--- config.mk ---
export PLATFORM = sky130hd
export DESIGN_NAME = crc32
export DESIGN_NICKNAME = d
export VERILOG_FILES = /design/src/rtl/crc32.sv
export SDC_FILE = /design/constraint.sdc
export NUM_CORES = 1
export LEC_CHECK = 0
export ABC_CLOCK_PERIOD_IN_PS = 2450
export CORE_UTILIZATION = 45
export CTS_CLUSTER_SIZE = 25
export DETAILED_ROUTE_END_ITERATION = 12
export PLACE_DENSITY = 0.73
export SYNTH_ARGS = -nofsm -noshare
export SYNTH_HDL_FRONTEND = slang
export SYNTH_SLANG_ARGS = --single-unit
--- constraint.sdc ---
create_clock -name clk -period 2.45 [get_ports clk]
set_input_delay 0.49 -clock clk [delete_from_list [all_inputs] [get_ports clk]]
set_output_delay 0.49 -clock clk [all_outputs]
set_load 0.05 [all_outputs]
--- src/rtl/crc32.sv ---
// Byte-serial reflected CRC-32 accumulator (IEEE 802.3 / gzip / zlib).
// Absorbs one byte per qualified clock and presents the finalized CRC continuously.
module crc32 #(
    parameter logic [31:0] POLY    = 32'hEDB88320,
    parameter logic [31:0] INIT    = 32'hFFFFFFFF,
    parameter logic [31:0] XOR_OUT = 32'hFFFFFFFF
) (
    input  logic        clk,
    input  logic        rst_n,
    input  logic [7:0]  crc32_in,
    input  logic        crc32_valid_in,
    output logic [31:0] crc32_out
);

    logic [31:0] crc_q;
    logic [31:0] crc_d;

    // LSB-first bitwise update, unrolled over the eight data bits.
    function automatic logic [31:0] crc_next(input logic [31:0] c_in, input logic [7:0] d_in);
        logic [31:0] c;
        logic [7:0]  d;
        logic        fb;
        c = c_in;
        d = d_in;
        for (int unsigned i = 0; i < 8; i++) begin
            fb = c[0] ^ d[0];
            c  = (c >> 1) ^ (fb ? POLY : '0);
            d  = d >> 1;
        end
        return c;
    endfunction

    always_comb begin
        crc_d = crc_next(crc_q, crc32_in);
    end

    always_ff @(posedge clk) begin
        if (!rst_n) begin
            crc_q <= INIT;
        end else if (crc32_valid_in) begin
            crc_q <= crc_d;
        end
    end

    assign crc32_out = crc_q ^ XOR_OUT;

endmodule

==> results.toml <==
[logic_synthesis]
yosysWarnings = 0
synth_seq_cells = 32
synth.area.top_cells = "dfxtp_1 32%, xnor2_1 18%, o211ai_1 8.2%"
synthTopCellsByCount = "42 x xnor2_1, 34 x inv_1, 32 x dfxtp_1"
yosysTopAreaCellShare_pct = 31.9
synth_area_mm2 = 0.00201
synth.net_count = 224
yosys.cell_count.top_type = "xnor2_1"
syn_avg_cell_area_um2 = 9.42
ys_seq_area_share_pct = 31.9
synth-main-ff-cell = "dfxtp_1"
synth-edff-count = 0
synth_top_area_cell = "dfxtp_1"
synth_cells = 213
async_flop_share_pct = 0
synthDistinctLibCells = 25

[grt]
grt.busiest_layer = "met2"
grt_antenna_before_repair = 0
grt_start_max_net_pins = 31
grt_use_met1_pct = 28.1
grt_use_met3_pct = 4.28
grt_pass1_wl_mm = 7.13
grt_pass1_vias = 1500
grt_util_all_layers_pct = 21.4
grt_use_met2_pct = 33.3
gr-total-overflow = 0

[timing]
tns_ns = 0
rsz0062_at_grt = "no"
fmax_mhz = 481
tightestPinTransition_ns = 0.524
slew_headroom_pct = 64.9
skew_ns = 0.00385
hold_viol_final = 0
setup-violations-final = 0
period_share_pct = 84.9
final.min_clock_period_ns = 2.08
report.final.slew_viol_count = 0

[pwr]
clockPowerShare_pct = 10.0
p_per_area_mw_per_mm2 = 1570
power_frac_seq_pct = 19.1
p_switching_mw = 1.92
pwr-share-comb_pct = 70.9
ir_drop_uv = 778
swShare_pct = 45.9
p_int_mw = 2.27
p_leak_nw = 1.25
finalPower_mw = 4.19

[placed_design]
io_buffers = 42
place.gp.congestion = 0.844
dpl.hpwl_mm = 3.25
placed_cell_area_mm2 = 0.00258

[floorplan]
coreArea_mm2 = 0.00414
die_area_mm2 = 0.00473
die-width_um = 68.8
initial_utilization_pct = 48.4
die_h_um = 68.8
io_pins = 43
rows = 23

[clock_network]
cts_buffers = 5
cts_hold_buf = 0
cts.sinks = 32
cts_resized = 0
cts.clk_slew.worst_paths_ns = 0.06
cts_tree = "done"
cts.path.max_buffers = 2
insertion_delay_ns = 0.29
cts_max_level = 2
root_buffer = "clkbuf_8"
post_cts_buffers = 0

[cells_and_area]
final_util_pct = 64.4
fillers = 380
ff_latch_area_um2 = 641
nets = 280
reg.largest.list = "crc_q (32)"
regMostFlops = "crc_q"
multi_input_area_mm2 = 0.00120
drive_gt1_share_pct = 13.3
largest_reg_flops = 32
syn_to_final_growth_pct = 33.0
stdcell_area_mm2 = 0.00267
num_antenna_cells = 0

[critical_path]
required_ns = 2.63
end_kind = "register"
crit_arrival_ns = 2.26
setup.worst_path.class = "primary input to register"
r2r_end = "crc_q[19]$_SDFFE_PN1P_"
crit_fanout = 4
startpoint_type = "primary input"
ff2ff_path_depth = 6
r2r_start = "crc_q[6]$_SDFFE_PN1P_"
setup.reg_to_reg.worst_slack_ns = 0.70

[status]
outcome = "completed"

[drt]
dr.pass1.iters = 4
wl_per_cell_um = 13.8
drt_iter0_drc = 101
drtAntennaViolNets = 0
routed_via_density = 4.83
vias = 1544
routed_wirelength_mm = 4.41
drc = 0

[job]
drv_cap = 0

[min_path]
hold_path.class = "register to register"
hold_start = "crc_q[30]$_SDFFE_PN1P_"
holdPathStages = 1
min_to = "crc_q[30]$_SDFFE_PN1P_"
[metrics by stage]
stage / cells / setup slack [ns] / hold WS, ns
4_1_cts: 320 / 0.365 / 0.468
3_3_place_gp: 312 / 0.0737 / 0.452
5_1_grt: 320 / 0.280 / 0.484
2_1_floorplan: 213 / 0.464 / 0.439
6_report: 320 / 0.371 / 0.465
3_5_place_dp: 312 / 0.0647 / 0.456
[area by class of cell]
type	instances	share of cell area [%]
well taps	50	2.35
repair buffers	59	20.5
flip-flops and latches	32	24.0
multi-input cells	137	44.9
inverters	34	4.78
clock buffers	8	3.38
[how the worst max path moves through the flow]
stage | to | cells past startpoint | start | slack (ns)
2_1_floorplan | crc_q[19]$_SDFFE_PN1P_ | 5 | crc32_in[1] | 0.46
3_3_place_gp | crc_q[19]$_SDFFE_PN1P_ | 7 | crc32_in[6] | 0.07
3_5_place_dp | crc_q[19]$_SDFFE_PN1P_ | 7 | crc32_in[6] | 0.06
4_1_cts | crc_q[19]$_SDFFE_PN1P_ | 7 | crc32_in[6] | 0.37
5_1_grt | crc_q[19]$_SDFFE_PN1P_ | 7 | crc32_in[6] | 0.28
6_report | crc_q[19]$_SDFFE_PN1P_ | 6 | crc32_in[7] | 0.37
[worst max-delay path, cell delays in order]
cell and delay (ns):
clkdlybuf4s50_1 0.50, xor2_2 0.32, xor2_2 0.26, xnor2_2 0.17
xnor3_1 0.34, a21o_1 0.18
[layer usage]
layer	vias up	part of all wire [%]	wire (um)
met4	0	1.9	85
li1	779	-	-
met2	32	47	2060
met1	725	48	2110
met3	8	3.4	149
met5	-	0	0
[cells by family after synthesis]
logic type                synth area share [%]
AOI/OAI and AO/OA                         13.0
and+or+nand+nor                           6.49
buffers and inverters                     8.30
xor gates and xnor gates                  40.3
DFF                                       31.9
[placed cells by master, fill, tap and decap left out, drive strengths merged, types with 4 or more instances in the layout]
cell and n:
xnor2 51, clkdlybuf4s50 42, inv 34, dfxtp 32, nand2 25, o211ai 22
buf 17, xor2 12, clkbuf 8, nor2 5, o21ai 5, xnor3 4
[power by group through the flow]
stage / Combinational, mW / Sequential, mW / Clock [mW]
detailed placement: 2.94 / 0.813 / 0
global placement: 2.93 / 0.805 / 0
floorplan: 2.20 / 0.790 / 0
finish: 2.97 / 0.801 / 0.418
CTS: 2.98 / 0.802 / 0.425
global route: 3.18 / 0.822 / 0.452
No activity file was read; power rests on OpenSTA's default activity.
==> variant 1, RTL diff (same settings) <==
Set the parameter `XOR_OUT` to 32'h7FFFFFFF (it was 32'hFFFFFFFF).
--- a/src/rtl/crc32.sv
+++ b/src/rtl/crc32.sv
@@ -4,5 +4,5 @@
     parameter logic [31:0] POLY    = 32'hEDB88320,
     parameter logic [31:0] INIT    = 32'hFFFFFFFF,
-    parameter logic [31:0] XOR_OUT = 32'hFFFFFFFF
+    parameter logic [31:0] XOR_OUT = 32'h7FFFFFFF
 ) (
     input  logic        clk,
Function: changed (a bounded check fails within 4 cycles, from zero or initial values and one cycle with rst_n low).
==> variant 1 against the unedited design <==
Synthesized cell count is 1.4% lower. Synthesized area rose by 0.37%. Clock power is essentially flat. Core utilization is 0.45 points lower. First-iteration DRC count did not move. Wire length down 8.6%. Clock skew up 2.0 ps. Sequential share of layout area increased by 0.17 points. Final area fell by 0.70%. Sequential cell count stayed put. Total power up 6.2%. Setup slack got worse by 29 ps. Cell count fell by 1.3%.
==> variant 1: results <==
[min_path]
hold_end = crc_q[25]$_SDFFE_PN1P_
min_path_cells = 2
hp-start = crc_q[25]$_SDFFE_PN1P_

[setup_path]
ff2ff_path_depth = 5
cp.arrival_ps = 2290
critPathMaxStageDelay_ps = 520
critPathMaxFanout = 5
worstSetupEndpoint = crc_q[22]$_SDFFE_PN1P_
critPathLaunch = crc32_in[6]
cp_slowest_cell = xnor3_2
rr_startpoint = crc_q[5]$_SDFFE_PN1P_

[global_route]
grt_usage_pct = 20.1
grt_max_degree = 30
grt_pass1_vias = 1439
grt_pass1_wl_um = 6710

[power]
p_comb_share_pct = 71.3
switching_power_mw = 2.03
swShare_pct = 45.6
clkPwrFrac_pct = 9.4

[timing]
worst_slew_pin_slew_ps = 631
hold_ws_ps = 480
skew_ps = 5.86
fin_crit_sh_pct = 86.0

[placement]
dp.cells = 308
hpwlAfterDp_um = 3130
place_ws_ps = 23.3
gp_congestion = 0.785

[cells_and_area]
drive_above_1_share_pct = 15.0

[yosys]
syn_avg_cell_area_um2 = 9.59
ys_seq_area_share_pct = 31.8
synthTopCellsByCount = xnor2_1 (41), inv_1 (33), nand2_1 (33)
yosys-top-cells-area = dfxtp_1 (32%), xnor2_1 (18%), o211ai_1 (9.7%)
syn-num-nets = 221

[detailed_routing]
viasPerCell = 4.61
wire_per_inst_um = 12.7

[outcome]
outcome = finished clean
## variant 1: logic make-up (layout without fill, tap and decap cells)
kind of cell | count (synthesis) | after routing | share of synthesized area [%]
xor+xnor | 67 | 67 | 40.3
compound gates | 33 | 33 | 12.1
simple gates | 34 | 34 | 6.34
flops | 32 | 32 | 31.8
buf+inv | 44 | 100 | 9.39
## variant 1: layer usage
layer,vias to the layer above,share of wire [%],track usage (%)
li1,764,-,-
met1,658,48,26.7
met2,30,46,31.9
met3,6,4.2,4.93
met4,0,1.5,6.12
met5,-,0,0
## variant 1: metrics by stage
stage | utilization, % | instance area, um2
after global routing | 63.9 | 2650
after global placement | 61.7 | 2560
after CTS | 63.9 | 2650
after detailed placement | 61.7 | 2560
after floorplan | - | 2010
final | 63.9 | 2650
## variant 1: final cells by class
type	instances	area (um2)
repair buffers	59	548
well taps	50	62.6
multi-input cells	134	1180
inverters	33	124
clock buffers	8	90.1
flip-flops and latches	32	641
fillers	366	1500
==> variant 2, RTL diff (same settings) <==
Made on the original files. Register the output `crc32_out`, without a reset; this adds one clock of latency there.
--- a/src/rtl/crc32.sv
+++ b/src/rtl/crc32.sv
@@ -43,5 +43,7 @@
     end
 
-    assign crc32_out = crc_q ^ XOR_OUT;
+    always_ff @(posedge clk) begin
+        crc32_out <= crc_q ^ XOR_OUT;
+    end
 
 endmodule
Check against the original RTL: not equivalent (a bounded check fails within 4 cycles, from zero or initial values and one cycle with rst_n low).
==> variant 2 against the unedited design <==
Sequential cell count up 32. Sequential power up 90%. Total power up 24%. Sequential share of layout area up 13 points. Wire length up 8.1%. Synthesized area up 32%. Final area up 28%. Setup slack worse by 8.1 ps. Critical path type unchanged. Critical endpoint is now crc_q[18]$_SDFFE_PN1P_. Largest power group unchanged.
==> variant 2: results <==
[outcome]
outcome = finished clean

[setup_path]
rr_startpoint = crc_q[5]$_SDFFE_PN1P_
cp.arrival_ps = 2310
critPathMaxStageDelay_ps = 440
critPathLaunch = crc32_in[5]

[global_route]
grt_usage_pct = 17.4
grt-ovfl-total = 0
grt_max_degree = 50
grt_pass1_wl_um = 8070
grt_pass1_vias = 1721

[detailed_routing]
dr.first_iter.drc_count = 50
totalWireLength_um = 4760
first_pass_iters = 5
viasPerCell = 4.56

[timing]
worst_slew_pin_slew_ps = 497
skew_ps = 7.72

[cells_and_area]
drive_above_1_share_pct = 12.9
num-nets-final = 316
top_regs = crc32_out: 32 flops, crc_q: 32 flops
nFillCells = 486

[clocking]
root_buffer = clkbuf_8
post_cts_buffers = 0
clockBufferDepth = 2
cts_buffers = 9
clkLatencyLatePin_ps = 330
htreeDepth = 3

[placement]
place_area_um2 = 3260
place_ws_ps = 5.16
gp_congestion = 0.839
hpwlAfterDp_um = 3340

[yosys]
synth-warning-count = 0
synth_cell_types = 25
synthTopCellsByCount = dfxtp_1 (64), xnor2_1 (42), inv_1 (34)
syn-num-nets = 256
async_reset_ff_share_pct = 0
ys_seq_area_share_pct = 48.4
yosys-top-cells-area = dfxtp_1 (48%), xnor2_1 (14%), o211ai_1 (6.2%)

[power]
irDropWorstVdd_uv = 838
leakagePower_nw = 1.55

[min_path]
hp-start = crc_q[29]$_SDFFE_PN1P_
==> variant 2: layout make-up <==
cell class                 instances  share of cell area (%)
timing repair buffer              59                    16.4
inverter                          34                    3.73
sequential                        64                    37.5
clock buffer                      16                    4.69
tap                               72                    2.64
multi-input combinational        137                    35.1
==> variant 2: path summary, 6_finish.rpt <==
kind,cells past startpoint,slack [ps],to
worst max-delay path,7,360,crc_q[18]$_SDFFE_PN1P_
worst min register to register,1,410,crc32_out[29]$_DFF_P_
worst max register to register,6,620,crc_q[18]$_SDFFE_PN1P_
worst min-delay path,1,410,crc32_out[29]$_DFF_P_
==> variant 2: metal layers <==
layer  vias up  global-route usage (%)  share of wire (%)
met1       799                    22.2                 47
met4         0                    7.78                2.0
met2        43                    27.7                 47
li1        890                       -                  -
met5         -                       0                  0
met3        11                    4.19                4.2
==> variant 2: logic make-up (layout without fill, tap and decap cells) <==
family | after synthesis | count (layout) | synth area share [%]
simple gates | 33 | 33 | 4.92
xor+xnor | 68 | 68 | 30.5
buf+inv | 44 | 109 | 6.29
compound gates | 36 | 36 | 9.83
flops | 64 | 64 | 48.4
==> variant 2: report_power, final <==
part	internal, mW	switching (mW)
Sequential	1.37	0.148
Combinational	1.36	1.56
Clock	0.398	0.353
==> variant 2: per-stage QoR <==
step	hold slack, ps	instances	TNS, ps
6_report	406	382	0
5_1_grt	424	382	0
2_1_floorplan	372	245	0
4_1_cts	410	382	0
3_3_place_gp	393	366	-1.22
3_5_place_dp	397	366	0
==> variant 2: worst register-to-register path, delay by kind of cell (launching register included) <==
kind / cells / cell delay [ps]
compound gates: 1 / 280
xor+xnor: 4 / 920
buf+inv: 1 / 180
flops: 1 / 340
